File: src/rtl/venus_soc_pkg.sv
`default_nettype none
// ============================================================================
//  Module      : venus_soc_pkg
//  Description : Shared types for the venus_soc memory subsystem: the
//                axi2mem request/response link and the SRAM model states.
//  Revision    : 1.0 - initial release
// ============================================================================
package venus_soc_pkg;

    localparam int AXI2MEM_DATA_WIDTH = 32;
    localparam int AXI2MEM_ADDR_WIDTH = 16;
    localparam int AXI2MEM_STRB_WIDTH = AXI2MEM_DATA_WIDTH / 8;

    // Deepest read pipeline the SRAM model supports.
    localparam int MEM_MAX_RD_LAT = 4;

    typedef struct packed {
        logic                          mem_wr_en;
        logic [AXI2MEM_STRB_WIDTH-1:0] mem_wstrb;
        logic [AXI2MEM_ADDR_WIDTH-1:0] mem_waddr;
        logic [AXI2MEM_DATA_WIDTH-1:0] mem_wdata;
        logic                          mem_rd_en;
        logic [AXI2MEM_ADDR_WIDTH-1:0] mem_raddr;
    } axi2mem_req_t;

    typedef struct packed {
        logic [AXI2MEM_DATA_WIDTH-1:0] mem_rdata;
    } axi2mem_resp_t;

    typedef enum logic [0:0] {
        MEM_CLEAR = 1'b0,
        MEM_READY = 1'b1
    } mem_state_e;

endpackage : venus_soc_pkg
`default_nettype wire

File: src/rtl/axi_mem_rd_pipe.sv
`default_nettype none
// ============================================================================
//  Module      : axi_mem_rd_pipe
//  Description : Fixed-latency read return pipe. A {valid,data} shift register
//                whose last data stage only loads on a valid entry, so it also
//                acts as the hold register for the returned read data.
//  Revision    : 1.0 - initial release
// ============================================================================
module axi_mem_rd_pipe
    import venus_soc_pkg::*;
#(
    parameter int DATA_WIDTH = 32,
    parameter int LATENCY    = 1
) (
    input  logic                  clk,
    input  logic                  rst,
    input  logic                  i_valid,
    input  logic [DATA_WIDTH-1:0] i_data,
    output logic                  o_valid,
    output logic [DATA_WIDTH-1:0] o_data
);

    // Out-of-range latencies are clamped into the supported 1..MEM_MAX_RD_LAT window.
    localparam int c_LAT = (LATENCY > MEM_MAX_RD_LAT) ? MEM_MAX_RD_LAT :
                           ((LATENCY < 1) ? 1 : LATENCY);

    logic [c_LAT-1:0]                 r_vld;
    logic [c_LAT-1:0][DATA_WIDTH-1:0] r_dat;

    // Shift valid every cycle; move data only with a valid entry so the tail holds.
    always_ff @(posedge clk) begin
        if (rst) begin
            r_vld <= '0;
            r_dat <= '0;
        end else begin
            r_vld[0] <= i_valid;
            if (i_valid) begin
                r_dat[0] <= i_data;
            end
            for (int i = 1; i < c_LAT; i++) begin
                r_vld[i] <= r_vld[i-1];
                if (r_vld[i-1]) begin
                    r_dat[i] <= r_dat[i-1];
                end
            end
        end
    end

    assign o_valid = r_vld[c_LAT-1];
    assign o_data  = r_dat[c_LAT-1];

endmodule : axi_mem_rd_pipe
`default_nettype wire

File: config.mk
export PLATFORM = sky130hd
export DESIGN_NAME = axi_mem_rd_pipe
export DESIGN_NICKNAME = d
export VERILOG_FILES = /design/src/rtl/venus_soc_pkg.sv /design/src/rtl/axi_mem_rd_pipe.sv
export SDC_FILE = /design/constraint.sdc
export NUM_CORES = 1
export LEC_CHECK = 0
export ABC_AREA = 1
export BUFFER_PORTS_ARGS = -buffer_cell sky130_fd_sc_hd__buf_2
export CORE_UTILIZATION = 48
export DETAILED_ROUTE_END_ITERATION = 16
export GPL_TIMING_DRIVEN = 1
export HOLD_SLACK_MARGIN = 0.03
export PLACE_DENSITY = 0.91
export SYNTH_ARGS = -nofsm -noshare
export SYNTH_HDL_FRONTEND = slang
export SYNTH_SLANG_ARGS = --single-unit
File: constraint.sdc
create_clock -name clk -period 1.8 [get_ports clk]
set_input_delay 0.09 -clock clk [delete_from_list [all_inputs] [get_ports clk]]
set_output_delay 0.09 -clock clk [all_outputs]
set_load 0.05 [all_outputs]
==> results of run 1 <==
==> cells in the final DEF, fill, tap and decap left out, types with 2 or more instances in the layout <==
master	count
inv_1	34
buf_2	67
nor2_1	65
dfxtp_1	33
nand2_1	64
clkbuf_8	2
clkbuf_4	5
==> cells by family after synthesis <==
family,count (synthesis),share of synthesized area
DFF,33,0.488
and+or+nand+nor,129,0.358
buffers and inverters,44,0.154
==> metrics by stage <==
stage,hold WS (ps),cells,power (mW),util,worst slack [ps]
finish,42.7,304,1.65,0.683,757
global route,39.4,304,1.75,0.683,697
CTS,30.1,304,1.67,0.683,740
detailed placement,268,295,1.21,0.652,723
global placement,263,295,1.21,0.652,763
floorplan,161,206,1.12,-,942
==> power groups by stage <==
| stage | sequential (mW) | clock, mW | combinational (mW) |
|---|---|---|---|
| after floorplan | 0.997 | 0 | 0.122 |
| after global placement | 0.820 | 0 | 0.385 |
| after detailed placement | 0.821 | 0 | 0.391 |
| after CTS | 0.805 | 0.470 | 0.393 |
| after global routing | 0.812 | 0.510 | 0.428 |
| final | 0.805 | 0.454 | 0.390 |
==> state kept, by name, indices dropped and copies added, names as in the netlist <==
signal	flops
o_data	32
o_valid	1
==> area by class of cell <==
cell class | count | area (um^2) | share of cell area
Timing Repair Buffer | 70 | 373 | 0.213
Multi-Input combinational cell | 129 | 484 | 0.276
Sequential cell | 33 | 661 | 0.377
Clock buffer | 7 | 65.1 | 0.0371
Inverter | 34 | 128 | 0.0728
Clock inverter | 1 | 5.00 | 0.00286
Tap cell | 30 | 37.5 | 0.0214
==> routing by layer <==
metal,part of all wire,track usage
met5,0,0
met4,0.031,0.138
met3,0.066,0.0574
met2,0.47,0.303
met1,0.43,0.182
==> worst paths after layout <==
check | slack [ps] | endpoint
setup / recovery | 760 | o_data[9]
hold / removal | 40 | o_data[4]$_SDFFE_PP0P_
setup reg to reg | 1220 | o_data[9]$_SDFFE_PP0P_
hold reg to reg | 470 | o_data[21]$_SDFFE_PP0P_
==> flow_metrics.env, run 1 <==
export IMPL_cp_max_fo=2
export IMPL_hold_viol_final=0
export IMPL_pin_count=68
export IMPL_cts_hold_fix_buffers=1
export IMPL_die_y_um=55.1
export IMPL_clock_skew_final_ps=0
export IMPL_cts_buffers=5
export IMPL_hold_path_class="in -> reg"
export IMPL_drt_iter0_markers=16
export IMPL_netlist_instances=206
export IMPL_pwr_share_seq=0.488
export IMPL_path_cells="buf_2"
export IMPL_grt_pass1_wl_mm=3.66
export IMPL_p_per_area_mw_per_mm2=941
export IMPL_start_util=0.527
export IMPL_grt_pass1_vias=965
export IMPL_wl_per_cell_um=8.20
export IMPL_critical_path_startpoint="o_data[9]$_SDFFE_PP0P_"
export IMPL_nets=308
export IMPL_period_minus_slack_ps=1040
export IMPL_synthTopCellsByArea="dfxtp_1 49%, nor2_1 18%, nand2_1 18%, inv_1 9.4%, buf_6 3.3%"
export IMPL_crit_family="flip-flops"
export IMPL_ys_async_sr_fraction=0
export IMPL_synth_top_area_frac=0.488
export IMPL_critPathLaunchType="flip-flop"
export IMPL_holdPathStages=5
export IMPL_route_detailed_drc=0
export IMPL_gp_congestion=0.676
export IMPL_synth_most_common_cell="nor2_1"
export IMPL_syn_avg_cell_area_um2=6.57
export IMPL_antenna_found_initial=0
export IMPL_cap_violations=0
export IMPL_switchingPower_uw=533
export IMPL_critPathRequiredTime_ps=1710
export IMPL_num_rows=18
export IMPL_intPower_mw=1.12
export IMPL_synth_edf_count=0
export IMPL_drt_vias_per_instance=4.22
export IMPL_clk_pin_slew_ps=100
export IMPL_yosys_register_bits=33
export IMPL_syn_area_mm2=0.00135
export IMPL_ys_types=7
export IMPL_crit_buf_inv=1
export IMPL_tns_ps=0
export IMPL_yosysTopAreaCell="dfxtp_1"
export IMPL_firstDrtPassIters=4
export IMPL_reg2regPathDepth=2
export IMPL_p_clk_frac=0.275
export IMPL_ys_dominant_reg_cell="dfxtp_1"
export IMPL_clockBufferDepth=2
export IMPL_detailed_place_hpwl_mm=1.76
export IMPL_htree_levels=2
export IMPL_worst_pin_slew_ps=511
export IMPL_grt_overflow_total=0
export IMPL_grt_usage=0.179
export IMPL_ant_nets=0
export IMPL_reg2reg_from="o_data[9]$_SDFFE_PP0P_"
export IMPL_arrival_ps=950
export IMPL_fillCellCount=221
export IMPL_fmax_mhz=959
export IMPL_io_buffers=67
export IMPL_place_area_mm2=0.00167
export IMPL_synth_seq_area_share=0.488
export IMPL_final_max_slew_violation_count=0
export IMPL_crit_path_end_kind="output pin"
export IMPL_n_antenna_cell=0
export IMPL_setup_viol=0
export IMPL_num_vias=1284
export IMPL_design_core_area_mm2=0.00257
export IMPL_cpPeakStageDelay_ps=360
export IMPL_status="finished, final reports clean"
export IMPL_irDropWorstVdd_mv=0.703
export IMPL_post_cts_buffers=0
export IMPL_syn_num_nets=241
export IMPL_final_period_utilization=0.579
export IMPL_drt_wl_total_mm=2.49
export IMPL_post_cts_resized=0
export IMPL_die_w_um=55.1
export IMPL_root_buffer="clkbuf_4"
export IMPL_drive_gt1_frac=0.281
export IMPL_grt_start_max_net_pins=36
export IMPL_hold_path_startpoint="i_data[4]"
export IMPL_relSlewSlack=0.659
export IMPL_syn_to_final_growth_pct=29.6
export IMPL_die_area_mm2=0.00303
export IMPL_cp_depth=1
export IMPL_rsz0062_at_grt="no"
export IMPL_ys_top_cells_by_count="65 x nor2_1, 64 x nand2_1, 34 x inv_1, 33 x dfxtp_1"
export IMPL_critical_path_class="reg -> out"
export IMPL_leakage_nw=1.11
export IMPL_final_cell_area_mm2=0.00175
export IMPL_clk_latency_ps=320
export IMPL_crit_slowest_cell="dfxtp_1"
export IMPL_swShare=0.324
export IMPL_yosysWarnings=0
export IMPL_clock_sinks=33
export IMPL_cts_tree="yes"
export IMPL_power_frac_comb=0.236
(Power assumes the default switching activity.)
==> run 2: changes to the inputs <==
Settings changed: CORE_UTILIZATION 48 to 40, PLACE_DENSITY 0.91 to 0.81.
Clock period 1.8 ns to 0.9 ns, I/O delays scaled along.
==> flow_metrics.env, run 2 (synthesis gave the netlist of run 1 again) <==
export IMPL_ant_nets=0
export IMPL_io_buffers=67
export IMPL_relSlewSlack=0.833
export IMPL_detailed_place_hpwl_mm=1.86
export IMPL_antenna_found_initial=0
export IMPL_die_w_um=60.2
export IMPL_critPathLaunchType="primary input"
export IMPL_gp_congestion=0.779
export IMPL_wl_per_cell_um=11.4
export IMPL_clock_sinks=33
export IMPL_final_cell_mix="65 x nor2_1, 64 x nand2_1, 34 x buf_2"
export IMPL_cap_violations=0
export IMPL_grt_overflow_total=0
export IMPL_cp_max_fo=12
export IMPL_num_vias=1484
export IMPL_place_worst_setup_slack_ps=194
export IMPL_htree_levels=2
export IMPL_drt_vias_per_instance=4.22
export IMPL_leakage_nw=1.33
export IMPL_path_cells="dlygate4sd3_1 -> buf_2 -> inv_4 -> clkbuf_16 -> nand2_1 -> nor2_1"
export IMPL_final_period_utilization=0.993
export IMPL_drt_iter0_markers=67
export IMPL_switchingPower_mw=1.15
export IMPL_pin_count=68
export IMPL_reg2reg_from="o_data[15]$_SDFFE_PP0P_"
export IMPL_hold_viol_final=0
export IMPL_drt_wl_total_mm=4.00
export IMPL_final_cell_count_no_fill=352
export IMPL_reg2regPathDepth=3
export IMPL_rsz0062_at_grt="yes"
export IMPL_irDropWorstVdd_mv=1.15
export IMPL_cpPeakStageDelay_ps=530
export IMPL_route_detailed_drc=0
export IMPL_drive_gt1_frac=0.364
export IMPL_period_minus_slack_ps=894
export IMPL_power_frac_comb=0.310
export IMPL_dp_cells=310
export IMPL_grt_start_max_net_pins=66
export IMPL_arrival_ps=1150
export IMPL_hold_path_class="in -> reg"
export IMPL_design_core_area_mm2=0.00313
export IMPL_setup_ws_ps=6.18
export IMPL_holdPathStages=4
export IMPL_fmax_mhz=1120
export IMPL_die_area_mm2=0.00362
export IMPL_setup_viol=0
export IMPL_status="finished, final reports clean"
export IMPL_hold_path_startpoint="i_valid"
export IMPL_p_per_area_mw_per_mm2=1470
export IMPL_whs_ps=182
export IMPL_num_rows=20
export IMPL_r2r_end="o_data[15]$_SDFFE_PP0P_"
export IMPL_swShare=0.320
export IMPL_clock_skew_final_ps=0
export IMPL_root_buffer="clkbuf_4"
export IMPL_cts_buffers=5
export IMPL_die_y_um=60.2
export IMPL_largest_reg_flops=32
export IMPL_clk_pin_slew_ps=100
export IMPL_r2r_setup_slack_ps=210
export IMPL_syn_to_final_growth_pct=82.0
export IMPL_critPathRequiredTime_ps=1150
export IMPL_clockBufferDepth=2
export IMPL_fillCellCount=204
export IMPL_clk_latency_ps=310
export IMPL_start_util=0.432
export IMPL_crit_slowest_cell="dlygate4sd3_1"
export IMPL_final_max_slew_violation_count=0
export IMPL_grt_pass1_wl_mm=5.71
export IMPL_intPower_mw=2.45
export IMPL_cts_tree="yes"
export IMPL_hold_end="o_valid$_SDFF_PP0_"
export IMPL_critical_path_class="in -> reg"
export IMPL_firstDrtPassIters=4
export IMPL_final_common_cell="nor2_1"
export IMPL_grt_usage=0.220
export IMPL_crit_path_end_kind="flip-flop"
export IMPL_pwr_share_seq=0.463
export IMPL_p_clk_frac=0.227
export IMPL_nets=343
export IMPL_worst_pin_slew_ps=251
export IMPL_grt_pass1_vias=1395
export IMPL_n_antenna_cell=0
-- run 2: cell count changes in the layout (fill, tap and decap cells not counted), sizes merged --
cell	change
buf	+2
clkinv	-1
dlygate4sd3	+32
clkbuf	+1
-- run 2: layout make-up --
cell class / count / area (um^2) / share of cell area
clock buffer: 7 / 55.1 / 0.0224
inverter: 34 / 130 / 0.0529
multi-input combinational: 129 / 484 / 0.197
sequential: 33 / 702 / 0.285
tap: 44 / 55.1 / 0.0224
timing repair buffer: 105 / 1030 / 0.420
-- run 2: worst max path at each step --
| stage | start | to | slack, ps | depth (start not counted) |
|---|---|---|---|---|
| 6_report | rst | o_data[23]$_SDFFE_PP0P_ | 6 | 6 |
| 2_1_floorplan | o_data[29]$_SDFFE_PP0P_ | o_data[29]$_SDFFE_PP0P_ | 40 | 2 |
| 3_3_place_gp | i_valid | o_data[15]$_SDFFE_PP0P_ | 210 | 5 |
| 4_1_cts | o_data[13]$_SDFFE_PP0P_ | o_data[13] | 1 | 1 |
| 3_5_place_dp | i_valid | o_data[24]$_SDFFE_PP0P_ | 190 | 5 |
| 5_1_grt | rst | o_data[23]$_SDFFE_PP0P_ | -30 | 6 |
-- run 2: layer usage --
layer | vias to the layer above | wire length [um] | track usage
met5 | - | 0 | 0
met2 | 54 | 2340 | 0.444
met3 | 13 | 176 | 0.0541
met4 | 0 | 136 | 0.126
li1 | 780 | - | -
met1 | 637 | 1350 | 0.189
-- run 2: worst max-delay path, delay by kind of cell --
kind / cells / cell delay (ps)
buf+inv: 4 / 910
simple gates: 2 / 190
-- run 2: through the flow --
step	setup TNS (ps)	utilization	total power [mW]	instance area [um^2]
final	0	0.787	3.61	2460
after global placement	0	0.547	2.42	1710
after detailed placement	0	0.547	2.44	1710
after CTS	0	0.745	3.51	2330
after floorplan	0	-	2.24	1350
after global routing	-218	0.787	3.79	2460
-- run 2: power groups by stage --
stage / Clock [mW] / Combinational [mW] / Sequential (mW)
after floorplan: 0 / 0.244 / 1.99
final: 0.820 / 1.12 / 1.67
after detailed placement: 0 / 0.797 / 1.64
after global routing: 0.917 / 1.20 / 1.68
after CTS: 0.839 / 1.02 / 1.65
after global placement: 0 / 0.785 / 1.64
-- run 2: repair_timing --
item	4_1_cts	5_1_grt
resized for setup	90	33
cloned	0	1
hold buffers	33	0
setup endpoints to repair	33	46
hold endpoints to repair	33	0
buffers inserted	0	1
